<file path="config.mk">
export PLATFORM = sky130hd
export DESIGN_NAME = ft600_tx_arbiter
export DESIGN_NICKNAME = d
export VERILOG_FILES = /design/src/rtl/ft600_pkg.sv /design/src/rtl/rr_priority_picker.sv /design/src/rtl/ft600_tx_arbiter.sv
export SDC_FILE = /design/constraint.sdc
export NUM_CORES = 1
export LEC_CHECK = 0
export CAP_MARGIN = 20
export CORE_MARGIN = 5
export CORE_UTILIZATION = 38
export CTS_CLUSTER_SIZE = 30
export DETAILED_ROUTE_END_ITERATION = 8
export PLACE_DENSITY = 0.81
export SETUP_SLACK_MARGIN = 0.05
export SLEW_MARGIN = 5
export SYNTH_ARGS = -nofsm -noshare
export SYNTH_HDL_FRONTEND = slang
export SYNTH_SLANG_ARGS = --single-unit
</file>
<file path="constraint.sdc">
create_clock -name clk -period 2.44 [get_ports clk]
set_input_delay 0.488 -clock clk [delete_from_list [all_inputs] [get_ports clk]]
set_output_delay 0.488 -clock clk [all_outputs]
set_load 0.03 [all_outputs]
</file>
<file path="src/rtl/ft600_pkg.sv">
// Shared types and widths for the FT600 transmit-side arbitration logic.
package ft600_pkg;

   typedef enum logic [1:0] {
      IDLE,
      BURST,
      GAP
   } state_t;

   localparam int FT600_DATA_W = 16;
   localparam int FT600_BE_W   = 2;

endpackage

</file>
<file path="src/rtl/rr_priority_picker.sv">
// Combinational round-robin search: the first set bit of valid at or above ptr,
// wrapping modulo N_REQ.
module rr_priority_picker #(
   parameter int N_REQ = 2,
   parameter int IW    = $clog2(N_REQ)
) (
   input  logic [N_REQ-1:0] valid,
   input  logic [IW-1:0]    ptr,
   output logic             found,
   output logic [IW-1:0]    idx
);

   logic [IW-1:0] cand;

   // NOTE: every combinational output gets a default first so no path leaves it unassigned (no latch).
   always_comb begin
      found = 1'b0;
      idx   = '0;
      cand  = '0;
      for (int k = 0; k < N_REQ; k++) begin
         cand = IW'((int'(ptr) + k) % N_REQ);
         if (!found && valid[cand]) begin
            found = 1'b1;
            idx   = cand;
         end
      end
   end

endmodule

</file>
<file path="src/rtl/ft600_tx_arbiter.sv">
// Round-robin burst arbiter sharing the FT600 transmit path between N_REQ streams,
// with a programmable idle gap between bursts so WR_N/TXE_N can re-arm.
module ft600_tx_arbiter
   import ft600_pkg::*;
#(
   parameter int N_REQ      = 2,
   parameter int BURST_LEN  = 256,
   parameter int GAP_CYCLES = 2,
   parameter int DATA_WIDTH = FT600_DATA_W
) (
   input  logic                             clk,
   input  logic                             rst,
   input  logic [N_REQ-1:0]                 req_valid,
   input  logic [N_REQ-1:0]                 req_last,
   input  logic [N_REQ*DATA_WIDTH-1:0]      req_data,
   input  logic [N_REQ*FT600_BE_W-1:0]      req_be,
   output logic [N_REQ-1:0]                 req_ready,
   output logic                             tx_valid,
   output logic [DATA_WIDTH-1:0]            tx_data,
   output logic [FT600_BE_W-1:0]            tx_be,
   input  logic                             tx_ready,
   output logic [$clog2(N_REQ)-1:0]         grant_id,
   output logic                             burst_active,
   output logic [$clog2(BURST_LEN):0]       beat_cnt
);

   localparam int IW       = $clog2(N_REQ);
   localparam int CW       = $clog2(BURST_LEN) + 1;
   localparam int GAP_LAST = (GAP_CYCLES > 0) ? GAP_CYCLES - 1 : 0;

   state_t        state;
   logic [IW-1:0] rr_ptr;
   logic [3:0]    gap_cnt;
   logic          pick_found;
   logic [IW-1:0] pick_idx;
   logic          xfer;
   logic          at_limit;
   logic          burst_end;
   logic [IW-1:0] next_ptr;

   rr_priority_picker #(
      .N_REQ (N_REQ)
   ) u_picker (
      .valid (req_valid),
      .ptr   (rr_ptr),
      .found (pick_found),
      .idx   (pick_idx)
   );

   // Data path is a pure mux from the granted requester; nothing is buffered.
   always_comb begin
      tx_valid  = 1'b0;
      tx_data   = '0;
      tx_be     = '0;
      req_ready = '0;
      if (state == BURST) begin
         for (int i = 0; i < N_REQ; i++) begin
            if (grant_id == IW'(i)) begin
               tx_valid     = req_valid[i];
               tx_data      = req_data[i*DATA_WIDTH +: DATA_WIDTH];
               tx_be        = req_be[i*FT600_BE_W +: FT600_BE_W];
               req_ready[i] = tx_ready;
            end
         end
      end
   end

   assign xfer         = tx_valid & tx_ready;
   assign at_limit     = (beat_cnt == CW'(BURST_LEN - 1));
   // Limit and req_last on the same beat collapse into one end condition.
   assign burst_end    = !req_valid[grant_id] | (xfer & (at_limit | req_last[grant_id]));
   assign next_ptr     = (grant_id == IW'(N_REQ - 1)) ? '0 : grant_id + 1'b1;
   assign burst_active = (state == BURST);

   // NOTE: sequential state uses non-blocking assignments so every flop samples pre-edge values.
   always_ff @(posedge clk) begin
      if (rst) begin
         state    <= IDLE;
         grant_id <= '0;
         rr_ptr   <= '0;
         beat_cnt <= '0;
         gap_cnt  <= '0;
      end else begin
         case (state)
            IDLE: begin
               if (pick_found) begin
                  grant_id <= pick_idx;
                  beat_cnt <= '0;
                  state    <= BURST;
               end
            end
            BURST: begin
               if (xfer) beat_cnt <= beat_cnt + 1'b1;
               if (burst_end) begin
                  rr_ptr  <= next_ptr;
                  gap_cnt <= '0;
                  if (GAP_CYCLES == 0) begin
                     state    <= IDLE;
                     grant_id <= '0;
                     beat_cnt <= '0;
                  end else begin
                     state <= GAP;
                  end
               end
            end
            GAP: begin
               gap_cnt <= gap_cnt + 1'b1;
               if (gap_cnt == 4'(GAP_LAST)) begin
                  state    <= IDLE;
                  grant_id <= '0;
                  beat_cnt <= '0;
               end
            end
            default: state <= IDLE;
         endcase
      end
   end

endmodule

</file>
==> results.json, run 1 <==
{
  "leakage_power_nw": 0.834,
  "grt.overflow.total": 0,
  "avgRoutedWirePerCell_um": 13.7,
  "place.port_buffers": 74,
  "synth_common_cells": "22 x sky130_fd_sc_hd__nor2_1, 21 x sky130_fd_sc_hd__mux2i_1, 17 x sky130_fd_sc_hd__dfxtp_1",
  "share_of_post_route_cells_with_drive_strength_above_1_pct": 18.7,
  "critical_path.startpoint_type": "input port",
  "totalNegativeSetupSlack_ns": 0,
  "ys_seq_elements": 17,
  "worstSkewPairLatency_ns": 0.28,
  "cts.path.max_buffers": 2,
  "busiest_layer": "met2",
  "slew_viol_final": 0,
  "number_of_enable_type_register_cells_in_the_synthesized_netlist": 0,
  "first_global_vias": 1346,
  "synth.yosys.seq_area_share_pct": 26.4,
  "floorplan.die.width_um": 68.3,
  "syn_nets": 204,
  "design.final.nets": 283,
  "critical_path.top_delay_family": "buffers and inverters",
  "post-dp-hpwl_um": 3160,
  "detailed_place.area_um2": 2070,
  "clock_skews_ns": 0.00262,
  "crit_fanout": 3,
  "synth-async-reset-ratio_pct": 0,
  "instances_no_fill": 281,
  "floorplan.initialDensity_pct": 39.0,
  "tritoncts_num_sinks": 17,
  "worst_hold_check_path_type": "reg2reg",
  "rows": 21,
  "vdd_drop_max_mv": 0.373,
  "maxCapViolCount": 0,
  "detail_route.vias_per_cell": 5.13,
  "hold_start": "beat_cnt[6]",
  "worst_r2r_endpoint": "beat_cnt[5]",
  "setup.reg_to_reg.worst_slack_ns": 0.40,
  "gr_util_met3_pct": 3.94,
  "area.growth.synth_to_final_pct": 62.4,
  "synth.most_common_cell": "sky130_fd_sc_hd__nor2_1",
  "globalplace.congestion": 0.831,
  "post-layout-total-power_mw": 0.995,
  "min_delay_path_depth": 2,
  "synth_warnings": 0,
  "cp_num_cells": 3,
  "htreeDepth": 1,
  "design.die.area_um2": 4660,
  "worst_relative_slew_slack_pct": 71.2,
  "synth_cell_types": 41,
  "detail_route.first_pass.iterations": 4,
  "worst_r2r_startpoint": "gap_cnt[0]",
  "power-per-cell-area_nw_per_um2": 475,
  "syn_area_per_cell_um2": 8.22,
  "report.final.hold_viol_count": 0,
  "critPathRequiredTime_ns": 1.95,
  "groute.layer.met2.usage_pct": 27.9,
  "worst-endpoint-arrival_ns": 1.81,
  "antenna_found_initial": 0,
  "holdPathEnd": "beat_cnt[6]",
  "detail_route.drc_violations": 0,
  "detailedRoute.firstIterationViolations": 47,
  "root_buffer": "sky130_fd_sc_hd__clkbuf_4",
  "total_routing_usage_reported_by_global_routing_pct": 16.3,
  "cp_slowest_cell": "sky130_fd_sc_hd__clkdlybuf4s50_1",
  "cts_inserted_buffers": 3,
  "floorplan.die.height_um": 68.3,
  "run_status": "finished, final reports clean",
  "pin_count": 75,
  "final_period_minus_worst_setup_slack_ns": 2.30,
  "met1_usage_grt_pct": 20.5,
  "critical_path.n_buffers_inverters": 2,
  "synth.largest_area_cell": "sky130_fd_sc_hd__dfxtp_1",
  "clkTransAtPathRegs_ns": 0.09,
  "path_common_cell": "sky130_fd_sc_hd__clkdlybuf4s50_1",
  "setup_violations": 0,
  "grt_pass1_wl_um": 5990,
  "maxClockFrequency_mhz": 436,
  "setup_cp_type": "in2out",
  "hold_ws_ns": 0.491,
  "clock_tree_from_tritoncts": "built",
  "via_count": 1442,
  "syn_inst": 157,
  "stdcell_area_um2": 2100,
  "finalWorstSetupSlack_ns": 0.144,
  "antenna-diode-count": 0,
  "route.antenna.remaining_nets": 0,
  "yosys-top-cells-area": "sky130_fd_sc_hd__dfxtp_1 26%, sky130_fd_sc_hd__mux2i_1 16%, sky130_fd_sc_hd__nor2_1 6.4%",
  "placed_cells": 277,
  "pre_cts_slack_ns": 0.152,
  "cell_chain_critical_path": "clkdlybuf4s50_1 -> and3_1 -> clkdlybuf4s50_1",
  "final_core_util_pct": 63.3,
  "drt_wl_total_um": 3860,
  "worst_r2r_path_depth": 5,
  "cp_slowest_stage_delay_ns": 0.67,
  "crit_path_end_kind": "primary output",
  "primary_ff_master_synth": "sky130_fd_sc_hd__dfxtp_1",
  "netlist.area_leader.share_pct": 26.4,
  "core_box_area_um2": 3310,
  "max_slew.worst_pin.slew_ns": 0.431,
  "post_synthesis_instance_area_um2": 1290,
  "grt_setup_unrepaired": "no",
  "pin_count_of_the_biggest_net_entering_global_routing": 22,
  "timing.final.crit_share_pct": 94.1,
  "final.fill_count": 309
}
layout by cell type, fill, tap and decap left out, types with 4 or more instances in the layout:
| cell type | count |
|---|---|
| sky130_fd_sc_hd__ha_1 | 4 |
| sky130_fd_sc_hd__nor3_1 | 7 |
| sky130_fd_sc_hd__and3_1 | 4 |
| sky130_fd_sc_hd__mux2i_1 | 21 |
| sky130_fd_sc_hd__inv_1 | 6 |
| sky130_fd_sc_hd__nor2_1 | 22 |
| sky130_fd_sc_hd__clkdlybuf4s50_1 | 54 |
| sky130_fd_sc_hd__nand2_1 | 7 |
| sky130_fd_sc_hd__dfxtp_1 | 17 |
| sky130_fd_sc_hd__a21oi_1 | 6 |
| sky130_fd_sc_hd__nand3_1 | 9 |
| sky130_fd_sc_hd__buf_4 | 28 |
where the power goes:
group          switching [mW]  leakage [nW]  internal, mW
logic                   0.286         0.681         0.247
registers              0.0212         0.138         0.298
clock network          0.0798        0.0150        0.0633
total                   0.387         0.834         0.608
worst max path at each step:
stage             start            to  slack (ns)
6_report       tx_ready  req_ready[1]        0.14
5_1_grt        state[1]  req_ready[1]        0.07
4_1_cts        tx_ready  req_ready[0]        0.14
3_5_place_dp   tx_ready  req_ready[0]        0.15
3_3_place_gp   tx_ready  req_ready[1]        0.17
2_1_floorplan  grant_id      tx_be[0]        0.18
routing by layer:
metal | wire (um) | vias up
li1 | - | 728
met1 | 1750 | 649
met2 | 1620 | 61
met3 | 444 | 4
met4 | 37 | 0
met5 | 0 | -
kinds of logic after synthesis:
group | after synthesis | share of synthesized area, %
flops | 17 | 26.4
mux | 24 | 18.9
buf+inv | 15 | 4.94
xor+xnor | 3 | 2.04
compound gates | 29 | 17.9
simple gates | 65 | 26.0
fa+ha+maj | 4 | 3.88
tightest hold or removal path, delay by kind of cell (launching register included):
kind	cells	cell delay, ns
AND/OR/NAND/NOR	1	0.06
multiplexers	1	0.06
flip-flops	1	0.33
registers in the layout, indices dropped and copies added, names as in the netlist:
name	count
state	2
grant_id	1
rr_ptr	1
beat_cnt	9
gap_cnt	4
layout make-up:
| class | instances | area [um^2] | share of cell area [%] |
|---|---|---|---|
| Inverter | 6 | 22.5 | 1.07 |
| Tap cell | 46 | 57.6 | 2.74 |
| Clock buffer | 4 | 26.3 | 1.25 |
| Sequential cell | 17 | 340 | 16.2 |
| Timing Repair Buffer | 83 | 763 | 36.4 |
| Multi-Input combinational cell | 125 | 887 | 42.3 |
timing repair:
| action | 4_1_cts | 5_1_grt |
|---|---|---|
| hold buffers | 0 | 0 |
| endpoints found under the setup margin | 0 | 1 |
| setup buffers | 0 | 0 |
| hold endpoints to repair | 0 | 0 |
| resized for setup | 0 | 1 |
Power figures use the tool's default switching activity.
==> run 2: changes to the inputs <==
Settings changed: PLACE_DENSITY 0.81 to 0.78, SETUP_SLACK_MARGIN 0.05 to 0.02.
==> run 2 against run 1 <==
Core utilization grew 0.11 points; global-route usage grew 0.44 points; non-clock buffer count is the same; hold slack gained 0.0050 ns; largest power group unchanged.
==> results.json, run 2 (same netlist as run 1, synthesis figures left out) <==
{
  "route.antenna.remaining_nets": 0,
  "hold_buffers": 0,
  "antenna_found_initial": 0,
  "root_buffer": "sky130_fd_sc_hd__clkbuf_4",
  "report.final.hold_viol_count": 0,
  "p_seq_share_pct": 31.4,
  "p_int_mw": 0.602,
  "clkTransAtPathRegs_ns": 0.09,
  "antenna-diode-count": 0,
  "final_common_cell": "sky130_fd_sc_hd__clkdlybuf4s50_1",
  "vdd_drop_max_mv": 0.346,
  "largest_reg_flops": 9,
  "area.growth.synth_to_final_pct": 62.7,
  "clockPowerShare_pct": 15.2,
  "pin_count_of_the_biggest_net_entering_global_routing": 26,
  "drt_wl_total_um": 3950,
  "crit_path_end_kind": "primary output",
  "register_area_um2": 340,
  "rows": 21,
  "power.share.switching_pct": 39.8,
  "power.switching_mw": 0.398,
  "clock_tree_from_tritoncts": "built",
  "crit_fanout": 3,
  "final.fill_count": 317,
  "setup_cp_type": "in2out",
  "gr_util_met3_pct": 5.25,
  "core_box_area_um2": 3310,
  "pre_cts_slack_ns": -0.0258,
  "slew_viol_final": 0,
  "share_of_post_route_cells_with_drive_strength_above_1_pct": 18.7,
  "worstSkewPairLatency_ns": 0.30,
  "tritoncts_num_sinks": 17,
  "leakage_power_nw": 0.822,
  "detail_route.vias_per_cell": 5.13,
  "cell_chain_critical_path": "clkdlybuf4s50_1 -> nand2_1 -> nor2_1 -> clkdlybuf4s50_1",
  "cts_inserted_buffers": 3,
  "first_global_vias": 1285,
  "detail_route.first_pass.iterations": 4,
  "place.port_buffers": 74,
  "mostFrequentLayoutCells": "55 x sky130_fd_sc_hd__clkdlybuf4s50_1, 26 x sky130_fd_sc_hd__buf_4, 22 x sky130_fd_sc_hd__nor2_1, 21 x sky130_fd_sc_hd__mux2i_1, 17 x sky130_fd_sc_hd__dfxtp_1",
  "biggest_regs": "beat_cnt: 9 flops, gap_cnt: 4 flops, state: 2 flops",
  "detail_route.drc_violations": 0,
  "maxClockFrequency_mhz": 436,
  "htreeDepth": 1,
  "cp_slowest_cell": "sky130_fd_sc_hd__clkdlybuf4s50_1",
  "max_slew.worst_pin.slew_ns": 0.442,
  "globalplace.congestion": 0.780,
  "run_status": "finished, final reports clean",
  "floorplan.initialDensity_pct": 39.0,
  "design.final.nets": 283,
  "critical_path.startpoint_type": "input port",
  "clock_skews_ns": 0.00716,
  "busiest_layer": "met2",
  "groute.layer.met2.usage_pct": 27.3,
  "post-dp-hpwl_um": 3190,
  "finalWorstSetupSlack_ns": 0.147,
  "maxCapViolCount": 0,
  "total_routing_usage_reported_by_global_routing_pct": 16.8,
  "via_count": 1441,
  "grt_pass1_wl_um": 6060,
  "critical_path.n_buffers_inverters": 2,
  "critPathRequiredTime_ns": 1.95,
  "power.share.combinational_pct": 53.4,
  "met1_usage_grt_pct": 21.6,
  "power-per-cell-area_nw_per_um2": 476,
  "post-cts-setup-buffers": 0,
  "floorplan.die.height_um": 68.3,
  "grt.overflow.total": 0,
  "timing.final.crit_share_pct": 94.0,
  "final_core_util_pct": 63.5,
  "grt_setup_unrepaired": "no",
  "final_period_minus_worst_setup_slack_ns": 2.29,
  "critical_path.top_delay_family": "buffers and inverters",
  "max_flop_register": "beat_cnt",
  "path_common_cell": "sky130_fd_sc_hd__clkdlybuf4s50_1",
  "avgRoutedWirePerCell_um": 14.0,
  "worst_hold_check_path_type": "reg2reg",
  "pin_count": 75,
  "worst_relative_slew_slack_pct": 70.4,
  "setup_violations": 0,
  "worst-endpoint-arrival_ns": 1.80,
  "floorplan.die.width_um": 68.3,
  "cts.path.max_buffers": 2,
  "detailedRoute.firstIterationViolations": 45,
  "multiInputGateArea_um2": 887,
  "design.die.area_um2": 4660,
  "cp_slowest_stage_delay_ns": 0.68
}
-- run 2: cell type report --
class | instances | area share, %
multi-input combinational | 125 | 42.2
timing repair buffer | 83 | 36.5
sequential | 17 | 16.2
tap | 46 | 2.74
clock buffer | 3 | 1.07
inverter | 6 | 1.07
clock inverter | 1 | 0.238
-- run 2: power by group through the flow --
stage	Clock, mW	Sequential [mW]	Combinational [mW]
detailed placement	0	0.320	0.537
global route	0.178	0.318	0.577
finish	0.152	0.314	0.534
CTS	0.156	0.314	0.536
floorplan	0	0.335	0.311
global placement	0	0.320	0.531
-- run 2: final timing paths --
path                            cells past startpoint   startpoint      endpoint  slack, ns
worst max-delay path                                4     tx_ready  req_ready[0]       0.15
worst min-delay path                                2  beat_cnt[6]   beat_cnt[6]       0.50
worst max register to register                      5   gap_cnt[0]   beat_cnt[5]       0.37
worst min register to register                      2  beat_cnt[6]   beat_cnt[6]       0.50
-- run 2: stage by stage --
step / setup TNS, ns / power [mW] / hold WS (ns) / instances / cell area, um^2
floorplan: 0 / 0.647 / 0.478 / 157 / 1290
global placement: -0.0101 / 0.850 / 0.476 / 277 / 2070
detailed placement: -0.0258 / 0.857 / 0.492 / 277 / 2070
CTS: 0 / 1.01 / 0.506 / 281 / 2100
global route: 0 / 1.07 / 0.536 / 281 / 2100
finish: 0 / 1.00 / 0.496 / 281 / 2100
-- run 2: what timing repair did --
| item | 4_1_cts | 5_1_grt |
|---|---|---|
| endpoints found under the hold margin | 0 | 0 |
| endpoints found under the setup margin | 1 | 1 |
| resized for setup | 1 | 1 |
-- run 2: routing by layer --
layer  wire length (um)  part of all wire [%]
met4                 29                  0.73
met1               1710                    43
met2               1650                    42
met3                554                    14
met5                  0                     0
-- run 2: tightest hold or removal path: stages (launching register included) --
cell and delay (ns):
sky130_fd_sc_hd__dfxtp_1 0.33, sky130_fd_sc_hd__nand3_1 0.07, sky130_fd_sc_hd__mux2i_1 0.06
